`src/rtl/nms_pkg.sv`:
```
// rtl/nms_pkg.sv - shared types and constants for the non-maximum suppression stage
//
// Contents:
//   mag_t       signed 11-bit gradient magnitude
//   dir_t       quantized gradient direction (0, 45, 90, 135 degrees)
//   WIN_PIXELS  pixels per 3x3 window
//   CENTRE_IDX  raster index of the window centre
//   HIST_DEPTH  default depth of the result history
package nms_pkg;

  typedef logic signed [10:0] mag_t;

  typedef enum logic [1:0] {
    DIR_0   = 2'd0,
    DIR_45  = 2'd1,
    DIR_90  = 2'd2,
    DIR_135 = 2'd3
  } dir_t;

  localparam int WIN_PIXELS = 9;
  localparam int CENTRE_IDX = 4;
  localparam int HIST_DEPTH = 12;

endpackage

```
`src/rtl/nms_compare.sv`:
```
// rtl/nms_compare.sv - combinational keep/suppress decision for one 3x3 window
//
// Ports:
//   centre  in  magnitude of the window centre
//   dir     in  quantized gradient direction of the centre
//   win     in  the 9 window magnitudes in raster order
//   result  out centre magnitude if it is a local maximum along dir, else 0
module nms_compare
  import nms_pkg::*;
(
  input  mag_t centre,
  input  dir_t dir,
  input  mag_t win [WIN_PIXELS],
  output mag_t result
);

  mag_t nbr_a;
  mag_t nbr_b;

  // The neighbour pair lies across the edge, i.e. along the gradient.
  always_comb begin
    nbr_a = '0;
    nbr_b = '0;
    unique case (dir)
      DIR_0:   begin nbr_a = win[3]; nbr_b = win[5]; end
      DIR_45:  begin nbr_a = win[2]; nbr_b = win[6]; end
      DIR_90:  begin nbr_a = win[1]; nbr_b = win[7]; end
      DIR_135: begin nbr_a = win[0]; nbr_b = win[8]; end
      default: begin nbr_a = '0;     nbr_b = '0;     end
    endcase
  end

  // Ties keep the centre; a negative centre is never an edge.
  always_comb begin
    result = '0;
    if (!centre[10] && (centre >= nbr_a) && (centre >= nbr_b)) begin
      result = centre;
    end
  end

endmodule

```
`src/rtl/non_max_suppression.sv`:
```
// rtl/non_max_suppression.sv - Canny non-maximum suppression with a 12-deep result history
//
// Pixels of each 3x3 window arrive in raster order (k = 0..8), one per
// pixel_valid cycle. When k = 8 is accepted the centre is kept or
// suppressed and the result is shifted into processed_pixels[0].
//
// Ports:
//   clk                       in  rising-edge clock
//   rst_n                     in  asynchronous active-low reset
//   pixel_valid               in  qualifies the current pixel pair
//   Gradiant_Magnitude_Pixel  in  signed 11-bit magnitude of window pixel k
//   Direction_Pixel           in  2-bit direction of window pixel k
//   processed_pixels          out result history, index 0 newest
//   result_valid              out one-cycle pulse after each history shift
//
// Optional feature: define NMS_LOW_THRESH_EN to force kept centres below
// LOW_THRESH to 0.
module non_max_suppression
  import nms_pkg::mag_t;
  import nms_pkg::dir_t;
  import nms_pkg::WIN_PIXELS;
  import nms_pkg::CENTRE_IDX;
#(
  parameter int IMG_WIDTH   = 512,
  parameter int IMG_HEIGHT  = 512,
  parameter int WINDOW_SIZE = 3,
  parameter int HIST_DEPTH  = 12,
  parameter int LOW_THRESH  = 0
) (
  input  logic                     clk,
  input  logic                     rst_n,
  input  logic                     pixel_valid,
  input  logic signed [10:0]       Gradiant_Magnitude_Pixel,
  input  logic signed [1:0]        Direction_Pixel,
  output logic signed [10:0]       processed_pixels [0:HIST_DEPTH-1],
  output logic                     result_valid
);

  if (WINDOW_SIZE != 3 || IMG_WIDTH < 1 || IMG_HEIGHT < 1 || HIST_DEPTH < 1 ||
      LOW_THRESH > 1023 || LOW_THRESH < -1024) begin : g_bad_cfg
    $error("non_max_suppression: unsupported configuration");
  end

  localparam int LAST_IDX = WIN_PIXELS - 1;

  logic [3:0] cnt_q, cnt_d;
  mag_t       win_mag_q [LAST_IDX];
  mag_t       win_mag_d [LAST_IDX];
  dir_t       dir_q, dir_d;
  mag_t       hist_q [HIST_DEPTH];
  mag_t       hist_d [HIST_DEPTH];
  logic       valid_q, valid_d;

  mag_t       win_all [WIN_PIXELS];
  mag_t       cmp_res;
  mag_t       kept;

  // Stored pixels k = 0..7 plus the live pixel as k = 8.
  always_comb begin
    for (int i = 0; i < LAST_IDX; i++) begin
      win_all[i] = win_mag_q[i];
    end
    win_all[LAST_IDX] = Gradiant_Magnitude_Pixel;
  end

  nms_compare u_compare (
    .centre (win_mag_q[CENTRE_IDX]),
    .dir    (dir_q),
    .win    (win_all),
    .result (cmp_res)
  );

`ifdef NMS_LOW_THRESH_EN
  assign kept = (cmp_res < mag_t'(LOW_THRESH)) ? '0 : cmp_res;
`else
  assign kept = cmp_res;
`endif

  always_comb begin
    cnt_d     = cnt_q;
    win_mag_d = win_mag_q;
    dir_d     = dir_q;
    hist_d    = hist_q;
    valid_d   = 1'b0;
    if (pixel_valid) begin
      if (cnt_q == 4'(LAST_IDX)) begin
        cnt_d   = '0;
        valid_d = 1'b1;
        for (int i = HIST_DEPTH - 1; i > 0; i--) begin
          hist_d[i] = hist_q[i-1];
        end
        hist_d[0] = kept;
      end else begin
        win_mag_d[cnt_q[2:0]] = Gradiant_Magnitude_Pixel;
        if (cnt_q == 4'(CENTRE_IDX)) begin
          dir_d = dir_t'(Direction_Pixel);
        end
        cnt_d = cnt_q + 4'd1;
      end
    end
  end

  always_ff @(posedge clk or negedge rst_n) begin
    if (!rst_n) begin
      cnt_q   <= '0;
      dir_q   <= dir_t'(2'd0);
      valid_q <= 1'b0;
      for (int i = 0; i < LAST_IDX; i++) begin
        win_mag_q[i] <= '0;
      end
      for (int i = 0; i < HIST_DEPTH; i++) begin
        hist_q[i] <= '0;
      end
    end else begin
      cnt_q     <= cnt_d;
      dir_q     <= dir_d;
      valid_q   <= valid_d;
      win_mag_q <= win_mag_d;
      hist_q    <= hist_d;
    end
  end

  always_comb begin
    for (int i = 0; i < HIST_DEPTH; i++) begin
      processed_pixels[i] = hist_q[i];
    end
  end

  assign result_valid = valid_q;

endmodule

```
`config.mk`:
```
export PLATFORM = sky130hd
export DESIGN_NAME = non_max_suppression
export DESIGN_NICKNAME = d
export VERILOG_FILES = /design/src/rtl/nms_pkg.sv /design/src/rtl/nms_compare.sv /design/src/rtl/non_max_suppression.sv
export SDC_FILE = /design/constraint.sdc
export NUM_CORES = 1
export LEC_CHECK = 0
export BUFFER_PORTS_ARGS = -buffer_cell sky130_fd_sc_hd__buf_2
export CORE_MARGIN = 10
export CORE_UTILIZATION = 61
export DETAILED_ROUTE_END_ITERATION = 16
export GPL_TIMING_DRIVEN = 0
export PLACE_DENSITY = 0.94
export SLEW_MARGIN = 20
export SYNTH_ARGS = -nofsm -noshare
export SYNTH_HDL_FRONTEND = slang
export SYNTH_SLANG_ARGS = --single-unit
```
`constraint.sdc`:
```
create_clock -name clk -period 5.2 [get_ports clk]
set_input_delay 0.78 -clock clk [delete_from_list [all_inputs] [get_ports clk]]
set_output_delay 0.78 -clock clk [all_outputs]
set_load 0.05 [all_outputs]
```
; Yosys cells after proc, flatten, opt, wreduce, memory -nomap -nowiden
; Cells that the tools add are included.
[word_totals]
regBits = 227
latchBits = 0
ramBits = 0
mem_bits_ro = 0
out_inout_bits = 133
word_cells = 52
n_memories = 0
[op_classes]
addsub = 1
mul = 0
div_mod_pow = 0
n_lt_le_gt_ge = 4
n_eq_ne = 5
shifts = 0
n_mux = 9
n_bitwise = 2
n_reduce_logical = 8
[ops]
columns = op, count
row1 = bitwise mux 88 bit, 1
row2 = case mux 11 bit (4 select lines), 2
row3 = demux 11 bit (select 3 bit), 1
row4 = >= comparator 11 bit, 2
row5 = 2-to-1 mux 11 bit, 2
row6 = "adder 4 x 1 -> 4 bit, second input constant", 1
row7 = "equality test 2 bit, second input constant", 2
row8 = "equality test 4 x 3 -> 1 bit, second input constant", 1
row9 = "equality test 4 bit, second input constant", 1
row10 = ">= comparator 4 bit, second input constant", 1
row11 = "less-than comparator 4 x 1 -> 1 bit, second input constant", 1
row12 = 2-to-1 mux 4 bit, 1
row13 = inverter 3 -> 4 bit, 1
row14 = AND reduction 2 bit, 2
row15 = logical AND 1 bit, 3
row16 = AND reduction 3 bit, 1
row17 = "equality test 2 x 1 -> 1 bit, second input constant", 1
row18 = logical NOT 2 bit, 1
row19 = 2-to-1 mux 1 bit, 2
row20 = logical NOT 1 bit, 1
row21 = inverter 1 bit, 1

; Logic depth before layout (Yosys ltp)
[depth]
word_depth = 6
mapped_depth = 11

; By module
; From an unflattened synthesis, not the netlist that was laid out.
[hier_totals]
hier_cells = 623
hier_area_um2 = 9898.2
[by_module_without_submodules]
columns = mod, n_inst, cells_each, area_per_inst_um2, seq_area_each_um2
row1 = non_max_suppression, 1, 501, 8709.6, 5680.4
row2 = nms_compare, 1, 122, 1188.6, 0.0

; Worst setup path after synthesis
; No wires, ideal clock.
[synth_path]
path_type = reg-to-reg
startpoint = reg dir_q[1]
endpoint = reg hist_q, in the netlist processed_pixels[121]
setup_time_ps = 131
arrival_ps = 2593
required_ps = 5069
path_slack_ps = 2476
stages_incl_launch_ff = 11
n_path_buf = 2
cell_sequence = dfrtp_1 -> buf_2 -> buf_2 -> mux4_2 -> inv_1 -> ha_1 -> a21o_1 -> a2111oi_0 -> o21ai_1 -> nor2_4 -> o41ai_2
[synth_via]
elab_chain_len = 6
elab_cells_between_ends = 11
classes_between = order compare: 2 / eq/ne: 3 / mux: 3 / reduce/logical: 3
[synth_lines]
columns = element, line
row1 = "start, declared", non_max_suppression.sv:49  ; dir_t dir_q, dir_d;
row2 = "start signal, assigned", non_max_suppression.sv:106  ; dir_q <= dir_t'(2'd0);
row3 = "start signal, assigned", non_max_suppression.sv:116  ; dir_q <= dir_d;
row4 = equality test 2 bit (tied with other cells), nms_compare.sv:24  ; unique case (dir)
row5 = case mux 11 bit (4 select lines), nms_compare.sv:24
row6 = >= comparator 11 bit, nms_compare.sv:36  ; if (!centre[10] && (centre >= nbr_a) && (centre >= nbr_b)) begin
row7 = logical AND 1 bit, nms_compare.sv:36
row8 = logical AND 1 bit *, nms_compare.sv:36
row9 = 2-to-1 mux 11 bit *, nms_compare.sv:36
row10 = "end signal, assigned", non_max_suppression.sv:119  ; hist_q <= hist_d;
row11 = "end, declared", non_max_suppression.sv:50  ; mag_t hist_q [HIST_DEPTH];
; Every way passes the cells marked *; elsewhere a longest branch is shown, timed or not.
; A chain may end at the register's enable or synchronous reset.

; Worst setup path in the final report
[layout_path]
startpoint = reg dir_q[1]
endpoint = reg hist_q, in the netlist processed_pixels[124]
; The elaborated chain is that of the path after synthesis.

==> flow_summary.json <==
{
  "status": "completed",
  "hold_viol_final": 0,
  "antenna_found_initial": 0,
  "syn_to_final_growth_pct": 18.2,
  "drt_iter0_drc": 558,
  "required_ns": 5.57,
  "gr-usage-met2_pct": 40.4,
  "max_freq_mhz": 285,
  "reg2reg_from": "dir_q[1]$_DFFE_PN0P_",
  "clk_pin_slew_ns": 0.06,
  "cts-root-buf": "clkbuf_16",
  "peakVddDrop_mv": 0.393,
  "busiest_layer": "met2",
  "fin_worst_skew_ns": 0.0142,
  "cts_made_buffers": 23,
  "criticalPathCategory": "reg2reg",
  "routed_wl_mm": 24.9,
  "postSynthNetCount": 929,
  "synth-edff-count": 0,
  "vias": 7277,
  "max-slew-margin-rel_pct": 50.9,
  "syn-cell-area_sq_um": 9700,
  "p_seq_share_pct": 39.3,
  "synth.distinct_cells": 33,
  "use_met1_pct": 27.6,
  "avgSynthCellArea_sq_um": 10.9,
  "final_core_utilization_pct": 73.0,
  "fin_crit_sh_pct": 67.4,
  "met3_usage_pct": 4.60,
  "ctsHoldBuffers": 0,
  "viasPerCell": 5.62,
  "yosysSeqAreaShare_pct": 58.6,
  "synthCells": 889,
  "numPortBuffers": 148,
  "p_int_mw": 4.09,
  "tns_ns": 0,
  "fp.dieH_microns": 146,
  "grt_pass1_wl_mm": 40.5,
  "swShare_pct": 36.6,
  "cts_tree": "done",
  "htree_levels": 1,
  "maxSlewViolCount": 0,
  "wl_per_cell_microns": 19.2,
  "finalWorstPathRequiredPeriod_ns": 3.50,
  "drv_cap": 0,
  "drt_first_pass_iters": 5,
  "initial_core_util_pct": 61.7,
  "async_flop_share_pct": 100,
  "cts_max_path_buffers": 3,
  "pwr-share-comb_pct": 37.1,
  "clock_latency_ns": 0.51,
  "pin_count": 149,
  "rsz0062_at_grt": "no",
  "grt_pass1_vias": 7508,
  "core_area_sq_um": 15700,
  "setup_violations": 0,
  "yosysWarnings": 0,
  "drt.antenna.violating_nets": 0,
  "ys_seq_elements": 227,
  "ctsResizeCount": 0,
  "tightest_slew_ns": 0.717,
  "cp-end-kind": "flip-flop",
  "rows": 46,
  "nFillCells": 1023,
  "final_nets": 1104,
  "cp-start-kind": "flip-flop",
  "cp.arrival_ns": 3.88,
  "final_layout_size_suffix_gt1_share_pct": 30.2,
  "grt_usage_pct": 23.1,
  "num_antenna_cells": 0,
  "p_clk_share_pct": 23.6,
  "grt_max_degree": 87,
  "hpwl_mm": 17.9,
  "synth-main-ff-cell": "dfrtp_1",
  "fp.dieW_microns": 146,
  "pwr_density_cell_nw_per_um2": 563,
  "cp_max_fo": 10,
  "drcViolationCount": 0,
  "dieArea_sq_um": 21300,
  "hp-class": "in2async",
  "crit_start": "dir_q[1]$_DFFE_PN0P_",
  "cts_sinks": 227,
  "leakagePower_nw": 6.34,
  "overflow": 0,
  "switchingPower_mw": 2.36,
  "reg2reg_slack_ns": 1.70,
  "cts_setup_buffers": 0,
  "place_congestion": 0.852
}
==> critical path: stages, from the launching register on <==
cell and delay (ns):
dfrtp_1 0.31, buf_2 0.18, buf_2 0.38, mux4_2 0.58, inv_1 0.08, ha_1 0.24
a21o_1 0.17, a2111oi_0 0.68, o21ai_1 0.25, nor2_4 0.36, o41ai_2 0.14
==> final cells by class <==
| class | count | area (sq um) | share of cell area [%] |
|---|---|---|---|
| timing repair buffer | 150 | 806 | 7.03 |
| clock buffer | 34 | 657 | 5.73 |
| inverter | 34 | 128 | 1.11 |
| clock inverter | 5 | 33.8 | 0.295 |
| buffer | 44 | 206 | 1.80 |
| sequential | 227 | 5680 | 49.5 |
| tap | 216 | 270 | 2.36 |
| multi-input combinational | 584 | 3680 | 32.1 |
==> sequential cells by signal (all words and copies together) (netlist names) <==
register,flops
cnt_q,4
dir_q,2
processed_pixels,132
result_valid,1
win_all,88
==> metal layers <==
layer / part of all wire [%] / wire [microns]
met1: 39 / 9600
met5: 0 / 0
met4: 3.6 / 891
met2: 51 / 12700
met3: 6.8 / 1680
==> cells in the final DEF (no fill, tap or decap), types with 2 or more instances in the layout <==
cell        netlist  routed
a21o_1            5       5
a21oi_1           5       5
and2_1            2       2
buf_16            0       2
buf_2            27     174
clkbuf_1         16      23
clkbuf_16         0      23
clkbuf_8          0       4
clkinv_2          0       2
clkinvlp_4        0       2
dfrtp_1         227     227
ha_1             24      24
inv_1            33      33
mux2_2           80      80
mux4_2           22      22
nand2_1         391     391
nand2b_1          2       2
nand3_1           5       5
nand4_1           6       6
nor2_1            4       4
o21ai_0          13      13
o41ai_2          10      10
xor2_1            2       2
==> stage by stage <==
step | power, mW | instance area (sq um) | std cells | hold WS [ns] | setup WS, ns
finish | 6.45 | 11500 | 1294 | 0.208 | 1.70
global route | 6.79 | 11500 | 1294 | 0.250 | 1.68
CTS | 6.45 | 11500 | 1294 | 0.245 | 1.83
detailed placement | 4.89 | 10800 | 1255 | 0.461 | 2.03
global placement | 4.71 | 10700 | 1253 | 0.453 | -0.399
floorplan | 4.23 | 9700 | 889 | 0.474 | 2.48
==> cell families after synthesis <==
group	Yosys count	share of synthesized area, %
flops	227	58.6
simple gates	415	16.6
xor+xnor	2	0.181
buf+inv	78	3.44
mux	102	14.4
fa+ha+maj	24	3.10
compound gates	41	3.69
==> power by group through the flow <==
stage	sequential, mW	clock (mW)	combinational, mW
global placement	2.50	0	2.21
finish	2.53	1.52	2.39
global route	2.58	1.62	2.59
detailed placement	2.54	0	2.35
CTS	2.52	1.54	2.39
floorplan	2.74	0	1.49
==> cells in the mapped netlist, drive strengths merged (2+ instances only) <==
cell	number	area (sq um)
o21ai	14	70.1
a21o	5	37.5
a21oi	6	33.8
mux4	22	495
o41ai	10	163
xor2	2	17.5
mux2	80	901
nand2	391	1470
nand2b	2	12.5
inv	34	128
and2	2	12.5
nand3	5	25.0
clkbuf	16	60.1
nand4	6	37.5
buf	28	146
nor2b	2	15.0
ha	24	300
dfrtp	227	5680
nor2	5	26.3
==> worst paths after layout <==
check / endpoint / cells after the start
max: processed_pixels[124]$_DFFE_PN0P_ / 10
min in group clk: processed_pixels[6]$_DFFE_PN0P_ / 2
min reg2reg: processed_pixels[6]$_DFFE_PN0P_ / 2
max in group asynchronous: win_all[89]$_DFFE_PN0P_ / 2
min: processed_pixels[59]$_DFFE_PN0P_ / 1
max reg2reg: processed_pixels[124]$_DFFE_PN0P_ / 10
Power figures use the tool's default switching activity.
